$ cat src/rtl/gap_sched_pkg.sv
// rtl/gap_sched_pkg.sv - shared FSM state type and width helper for the GAP scheduler
package gap_sched_pkg;

    typedef enum logic [1:0] {
        eIDLE   = 2'd0,
        eSTREAM = 2'd1,
        eWAIT   = 2'd2
    } state_e;

    function automatic int id_width(input int n);
        return (n > 1) ? $clog2(n) : 1;
    endfunction

endpackage

$ cat src/rtl/gap_arbiter.sv
// rtl/gap_arbiter.sv - combinational requester arbiter
// GAP_SCHED_RR_EN: round-robin from ptr_i; otherwise fixed priority, lowest index wins.
module gap_arbiter import gap_sched_pkg::*; #(
    parameter int NUM_REQ = 4,
    parameter int ID_W    = id_width(NUM_REQ)
) (
    input  logic [NUM_REQ-1:0] req_i,
`ifdef GAP_SCHED_RR_EN
    input  logic [ID_W-1:0]    ptr_i,
`endif
    output logic               any_o,
    output logic [ID_W-1:0]    grant_idx_o
);

`ifdef GAP_SCHED_RR_EN
    int k;

    // Scan offsets high to low so the nearest requester at or after ptr_i is assigned last.
    always_comb begin
        any_o       = |req_i;
        grant_idx_o = '0;
        k           = 0;
        for (int i = NUM_REQ - 1; i >= 0; i--) begin
            k = (int'(ptr_i) + i) % NUM_REQ;
            if (req_i[k]) begin
                grant_idx_o = ID_W'(k);
            end
        end
    end
`else
    always_comb begin
        any_o       = |req_i;
        grant_idx_o = '0;
        for (int i = NUM_REQ - 1; i >= 0; i--) begin
            if (req_i[i]) begin
                grant_idx_o = ID_W'(i);
            end
        end
    end
`endif

endmodule

$ cat src/rtl/gap_scheduler.sv
// rtl/gap_scheduler.sv - shares one GAP datapath between NUM_REQ channel streams, one frame at a time
// GAP_SCHED_RR_EN selects round-robin arbitration with a priority pointer; default is fixed priority.
module gap_scheduler import gap_sched_pkg::*; #(
    parameter  int NUM_REQ    = 4,
    parameter  int INPUT_SIZE = 8,
    parameter  int WORD_SIZE  = 16,
    localparam int ID_W       = id_width(NUM_REQ)
) (
    input  logic                         clk_i,
    input  logic                         reset_n_i,
    input  logic [NUM_REQ-1:0]           valid_i,
    output logic [NUM_REQ-1:0]           ready_o,
    input  logic [NUM_REQ*WORD_SIZE-1:0] data_i,
    output logic                         gap_valid_o,
    input  logic                         gap_ready_i,
    output logic [WORD_SIZE-1:0]         gap_data_o,
    input  logic                         gap_valid_i,
    output logic                         gap_ready_o,
    input  logic [WORD_SIZE-1:0]         gap_data_i,
    output logic                         valid_o,
    input  logic                         ready_i,
    output logic [WORD_SIZE-1:0]         data_o,
    output logic [ID_W-1:0]              id_o
);

    localparam int               CNT_W = id_width(INPUT_SIZE);
    localparam logic [CNT_W-1:0] LAST  = CNT_W'(INPUT_SIZE - 1);

    state_e                 state_q, state_d;
    logic [ID_W-1:0]        grant_q, grant_d;
    logic [CNT_W-1:0]       count_q, count_d;
    logic                   arb_any;
    logic [ID_W-1:0]        arb_idx;
    logic                   gnt_valid;
    logic [WORD_SIZE-1:0]   gnt_data;
    logic                   word_hs;
    logic                   result_hs;

`ifdef GAP_SCHED_RR_EN
    logic [ID_W-1:0]        ptr_q, ptr_d;

    gap_arbiter #(.NUM_REQ(NUM_REQ), .ID_W(ID_W)) u_arbiter (
        .req_i       (valid_i),
        .ptr_i       (ptr_q),
        .any_o       (arb_any),
        .grant_idx_o (arb_idx)
    );

    always_comb begin
        ptr_d = ptr_q;
        if (result_hs) begin
            ptr_d = (grant_q == ID_W'(NUM_REQ - 1)) ? '0 : grant_q + 1'b1;
        end
    end

    always_ff @(posedge clk_i) begin
        if (!reset_n_i) begin
            ptr_q <= '0;
        end else begin
            ptr_q <= ptr_d;
        end
    end
`else
    gap_arbiter #(.NUM_REQ(NUM_REQ), .ID_W(ID_W)) u_arbiter (
        .req_i       (valid_i),
        .any_o       (arb_any),
        .grant_idx_o (arb_idx)
    );
`endif

    // Compare-based lane select keeps index widths exact for any NUM_REQ.
    always_comb begin
        gnt_valid = 1'b0;
        gnt_data  = '0;
        for (int k = 0; k < NUM_REQ; k++) begin
            if (grant_q == ID_W'(k)) begin
                gnt_valid = valid_i[k];
                gnt_data  = data_i[k*WORD_SIZE +: WORD_SIZE];
            end
        end
    end

    assign word_hs   = (state_q == eSTREAM) && gnt_valid && gap_ready_i;
    assign result_hs = (state_q == eWAIT) && gap_valid_i && ready_i;

    always_ff @(posedge clk_i) begin
        if (!reset_n_i) begin
            state_q <= eIDLE;
            grant_q <= '0;
            count_q <= '0;
        end else begin
            state_q <= state_d;
            grant_q <= grant_d;
            count_q <= count_d;
        end
    end

    always_comb begin
        state_d = state_q;
        grant_d = grant_q;
        count_d = count_q;
        case (state_q)
            eIDLE: begin
                if (arb_any) begin
                    grant_d = arb_idx;
                    count_d = '0;
                    state_d = eSTREAM;
                end
            end
            eSTREAM: begin
                if (word_hs) begin
                    if (count_q == LAST) begin
                        count_d = '0;
                        state_d = eWAIT;
                    end else begin
                        count_d = count_q + 1'b1;
                    end
                end
            end
            eWAIT: begin
                if (result_hs) begin
                    state_d = eIDLE;
                end
            end
            default: state_d = eIDLE;
        endcase
    end

    always_comb begin
        ready_o     = '0;
        gap_valid_o = 1'b0;
        gap_data_o  = '0;
        gap_ready_o = 1'b0;
        valid_o     = 1'b0;
        data_o      = '0;
        id_o        = '0;
        case (state_q)
            eSTREAM: begin
                gap_valid_o = gnt_valid;
                gap_data_o  = gnt_data;
                for (int k = 0; k < NUM_REQ; k++) begin
                    if (grant_q == ID_W'(k)) begin
                        ready_o[k] = gap_ready_i;
                    end
                end
            end
            eWAIT: begin
                valid_o     = gap_valid_i;
                data_o      = gap_data_i;
                id_o        = grant_q;
                gap_ready_o = ready_i;
            end
            default: ;
        endcase
    end

endmodule

$ cat config.mk
export PLATFORM = sky130hd
export DESIGN_NAME = gap_scheduler
export DESIGN_NICKNAME = d
export VERILOG_FILES = /design/src/rtl/gap_sched_pkg.sv /design/src/rtl/gap_arbiter.sv /design/src/rtl/gap_scheduler.sv
export SDC_FILE = /design/constraint.sdc
export NUM_CORES = 1
export LEC_CHECK = 0
export BUFFER_PORTS_ARGS = -buffer_cell sky130_fd_sc_hd__buf_2
export CAP_MARGIN = 20
export CORE_MARGIN = 5
export CORE_UTILIZATION = 30
export DETAILED_ROUTE_END_ITERATION = 10
export PLACE_DENSITY = 0.77
export SYNTH_ARGS = -nofsm -noshare
export SYNTH_HDL_FRONTEND = slang
export SYNTH_HIERARCHICAL = 1
export SYNTH_SLANG_ARGS = --single-unit
$ cat constraint.sdc
create_clock -name clk_i -period 1.6 [get_ports clk_i]
set_clock_uncertainty 0.15 [all_clocks]
set_input_delay 0.16 -clock clk_i [delete_from_list [all_inputs] [get_ports clk_i]]
set_output_delay 0.16 -clock clk_i [all_outputs]
set_load 0.01 [all_outputs]
Word-level counts from Yosys, hierarchy flattened
Cells that the tools add are included.
- flip-flop bits (word level): 7
- input port bits: 89
- word-level logic and storage cells: 57
- output and inout port bits: 41
- multiplexer cells: 32
- eq/ne operators: 10
- reductions and logical operators: 11
- add/sub/neg operators: 1
- operators with widths (kind ; number):
    16-bit two-way mux ; 6
    2-bit two-way mux ; 9
    1-bit two-way mux ; 11
    3-bit two-way mux ; 3
    2-bit == test (second input constant) ; 3
    2-bit inequality test (second input constant) ; 3
    2-bit case mux with 3 select lines ; 1
    3-bit case mux with 2 select lines ; 1
    2-bit by 1-bit == test with 1-bit output (second input constant) ; 2
    1-bit logical AND ; 4
    2-bit logical NOT ; 2
    4-bit two-way mux ; 1
    4-bit AND reduction ; 1
    4-bit OR reduction ; 1
    3-bit by 1-bit adder with 3-bit output (second input constant) ; 1
    3-bit == test (second input constant) ; 1
    3-bit AND reduction ; 1
    2-bit by 1-bit inequality test with 1-bit output (second input constant) ; 1
    2-bit AND reduction ; 1
    2-bit nonzero test ; 1

Depth between registers and ports, before layout
- word-level depth: 9
- depth in mapped cells: 5
- mapped depth without buffers: 5

Hierarchy
Netlist, hierarchy kept.
- by module, submodules not included (module ; instances ; cells each ; area an instance (um2) ; seq. area each (um2)):
    gap_scheduler ; 1 ; 111 ; 1064.8 ; 140.1
    gap_arbiter ; 1 ; 7 ; 35.0 ; 0.0

Worst setup path after synthesis
OpenSTA, ideal clock, no wires.
- kind: register to output
- start: register grant_q[0]
- end: output gap_data_o[10]
- cell stages (with the launch flop): 4
- arrival: 1327 ps
- required time: 1290 ps
- path buffers: 1
- path slack: -37 ps
- cells stage by stage: dfxtp_1 > buf_2 > mux4_2 > and2_1
- word-level cells in the longest chain between the ends: 6
- elaborated cells between the ends (all ways): 9
- classes of those cells: eq/ne (3); mux (5); reduce/logical (1)
- ends and longest elaborated chain (element ; RTL line ; RTL):
    start: declaration ; gap_scheduler.sv:30 ; logic [ID_W-1:0] grant_q, grant_d;
    start signal: assignment ; gap_scheduler.sv:93 ; grant_q <= grant_d;
    2-bit logical NOT ; gap_scheduler.sv:76 ; if (grant_q == ID_W'(k)) begin
    16-bit two-way mux (3 in a row) ; gap_scheduler.sv:76 ;
    16-bit two-way mux * ; gap_scheduler.sv:76 ;
    16-bit two-way mux * ; gap_scheduler.sv:137 ; case (state_q)
    end: declaration ; gap_scheduler.sv:16 ; output logic [WORD_SIZE-1:0] gap_data_o,
Mark *: on every way between the ends. The rest lies on a longest branch, timed or not.

Final worst setup path
- start: register grant_q[0]
- end: output gap_valid_o
- word-level cells in the longest chain between the ends: 6
- elaborated cells between the ends (all ways): 9
- classes of those cells: eq/ne (3); mux (5); reduce/logical (1)
- ends and longest elaborated chain (element ; RTL line ; RTL):
    2-bit logical NOT ; gap_scheduler.sv:76 ;
    1-bit two-way mux (3 in a row) ; gap_scheduler.sv:76 ;
    1-bit two-way mux * ; gap_scheduler.sv:76 ;
    1-bit two-way mux * ; gap_scheduler.sv:137 ;
    end: declaration ; gap_scheduler.sv:14 ; output logic gap_valid_o,
Marks and branches as above.

==> results_dict.tcl <==
set metrics [dict create \
    worst-path-max-fanout 5 \
    multi_input_area_sq_um 981 \
    required_ns 1.29 \
    clk_latency_ns 0.23 \
    drive_above_1_share_pct 74.8 \
    synth_top_area_cell "mux4_2" \
    fin_ws_ns -0.252 \
    cts_tree "done" \
    finalWirelength_um 4740 \
    avgSynthCellArea_sq_um 9.32 \
    power_leakage_nw 1.12 \
    regArea_sq_um 151 \
    io_pins 130 \
    async_reset_ff_share_pct 0 \
    yosys.cell_count.top_type "and2_1" \
    start_kind "register" \
    vdd_drop_max_mv 0.161 \
    routedWlPerCell_um 15.3 \
    ys_ff_latch 7 \
    post-dp-hpwl_um 3850 \
    violations "negative setup slack" \
    synth_nets 209 \
    htreeDepth 1 \
    area_growth_pct 98.3 \
    cp_cell_sequence "buf_6 -> mux4_2 -> and2_1 -> buf_2" \
    yosysSeqAreaShare_pct 12.7 \
    clkTransAtPathRegs_ns 0.04 \
    core_sq_um 3610 \
    nNetsFinal 354 \
    drv_slew 0 \
    status "complete, but fails checks" \
    yosys-top-cells-count "38 x and2_1, 17 x mux4_2, 8 x clkbuf_1" \
    fin_crit_sh_pct 116 \
    r2r_slack_ns -0.12 \
    grt_max_degree 15 \
    rows 22 \
    syn-instance-count 118 \
    gr-total-overflow 0 \
    drtIter0Drc 37 \
    cp_top_family "multiplexers" \
    grt_pass1_vias 1504 \
    power_density_nw_per_um2 404 \
    die_x_um 70.5 \
    post-route-min-period_ns 1.85 \
    dr.pass1.iters 4 \
    cts-buffers-inserted 3 \
    die-height_um 70.5 \
    synth.cell_area_sq_um 1100 \
    synth.top_cells.by_area "mux4_2 35%, and2_1 22%, dfxtp_1 13%, nor2b_1 2.8%, nor4bb_1 2.7%" \
    vias 1462 \
    worst_path_largest_cell_delay_ns 0.51 \
    num_antenna_cells 0 \
    synth_top_area_share_pct 34.8 \
    die_area_sq_um 4980 \
    drv_cap 0 \
    synth_ff_type "dfxtp_1" \
    synth_cell_types 24 \
    synth_edf_count 0 \
    drc 0 \
    avgViaCountPerCell 4.72 \
    fin_tns_setup_ns -4.06 \
    min_path_type "primary input to register" \
    initial_core_util_pct 30.5 \
    nFillCells 321 \
    grt_pass1_wl_um 7000 \
    grt_setup_unrepaired "yes" \
    worst-path-buf-inv 2 \
    gp_congestion 0.802 \
    maxSlewHeadroom_pct 77.4 \
    critical_path_class "register to output port" \
    port_buffers 129 \
    clockBufferDepth 2 \
    tightest_slew_ns 0.335 \
    finalHoldViolCount 0 \
    yosys_warnings 6 \
    root_buffer "clkbuf_8" \
    post-route-util_pct 60.5 \
    fmaxAchievable_mhz 540 \
    worst_ep_arrival_time_ns 1.54 \
    setup.worst_path.end_class "output port" \
    grtUsageTotal_pct 17.3 \
    setup_viol 22 \
    ant_nets 0 \
    cpMaxStageDelayCell "mux4_2" \
    antenna_found_initial 0 \
    cts.sinks 7 \
]
## power by group
part	internal (mW)	switching, mW	leakage [nW]
logic	0.282	0.158	1.04
registers	0.178	0.00790	0.0590
clock network	0.169	0.0851	0.0255
## what timing repair did
action	4_1_cts	5_1_grt
pin swaps	19	1
endpoints found under the setup margin	44	44
gates resized for setup	26	27
buffers inserted	4	2
hold buffers	0	0
gates cloned	2	0
## worst paths after layout
kind / startpoint / endpoint / cells past startpoint
max: grant_q[0]$_SDFFE_PN0P_ / gap_valid_o / 4
min: ready_i / state_q[1]$_SDFFE_PN0P_ / 4
max reg2reg: grant_q[0]$_SDFFE_PN0P_ / count_q[1]$_SDFFE_PN0P_ / 5
min reg2reg: count_q[1]$_SDFFE_PN0P_ / count_q[1]$_SDFFE_PN0P_ / 2
## placed cells by master, fill, tap and decap left out, types with 4 or more instances in the layout
cell type / instances
and2_1: 24
dfxtp_1: 4
mux4_2: 17
buf_2: 116
and2_4: 14
nor2_1: 4
nand3_1: 5
buf_6: 18
buf_4: 14
inv_1: 5
## tightest hold or removal path, stage by stage
cell,delay [ns]
buf_2,0.08
nand2_1,0.04
nand3_1,0.07
o21ai_1,0.06
## cells by family (layout without fill, tap and decap cells)
group,count (synthesis),in the layout,share of synthesized area (%)
buffers and inverters,15,159,5.57
multiplexers,19,19,36.6
AND/OR/NAND/NOR,64,64,35.0
adder cells (fa/ha/maj),2,2,2.27
AO/OA/AOI/OAI,11,11,7.74
flip-flops,7,7,12.7
## stage by stage
| stage | hold slack, ns | instance area (sq um) | total power [mW] | cells | setup WS (ns) |
|---|---|---|---|---|---|
| 2_1_floorplan | 0.196 | 1110 | 0.355 | 118 | 0.00349 |
| 3_3_place_gp | 0.347 | 1860 | 0.519 | 298 | -0.0846 |
| 3_5_place_dp | 0.348 | 1860 | 0.532 | 298 | -0.103 |
| 4_1_cts | 0.0804 | 2040 | 0.836 | 308 | -0.247 |
| 5_1_grt | 0.131 | 2180 | 0.934 | 310 | -0.291 |
| 6_report | 0.0722 | 2180 | 0.881 | 310 | -0.252 |
## state kept, by name (all words and copies together) (netlist names)
signal / cells
count_q: 3
grant_q: 2
state_q: 2
## routing by layer
| layer | up-vias | track usage, % | part of all wire (%) |
|---|---|---|---|
| li1 | 725 | - | - |
| met1 | 689 | 19.3 | 36 |
| met2 | 44 | 32.8 | 57 |
| met3 | 4 | 4.12 | 6.5 |
| met4 | 0 | 4.18 | 0.82 |
| met5 | - | 0 | 0 |
## area by class of cell
type                       instances  area share (%)
clock inverter                     1           0.229
multi-input combinational         96            45.0
inverter                           5           0.861
clock buffer                       3            1.89
sequential                         7            6.94
tap                               48            2.75
timing repair buffer             150            42.3
(Power assumes the default switching activity.)
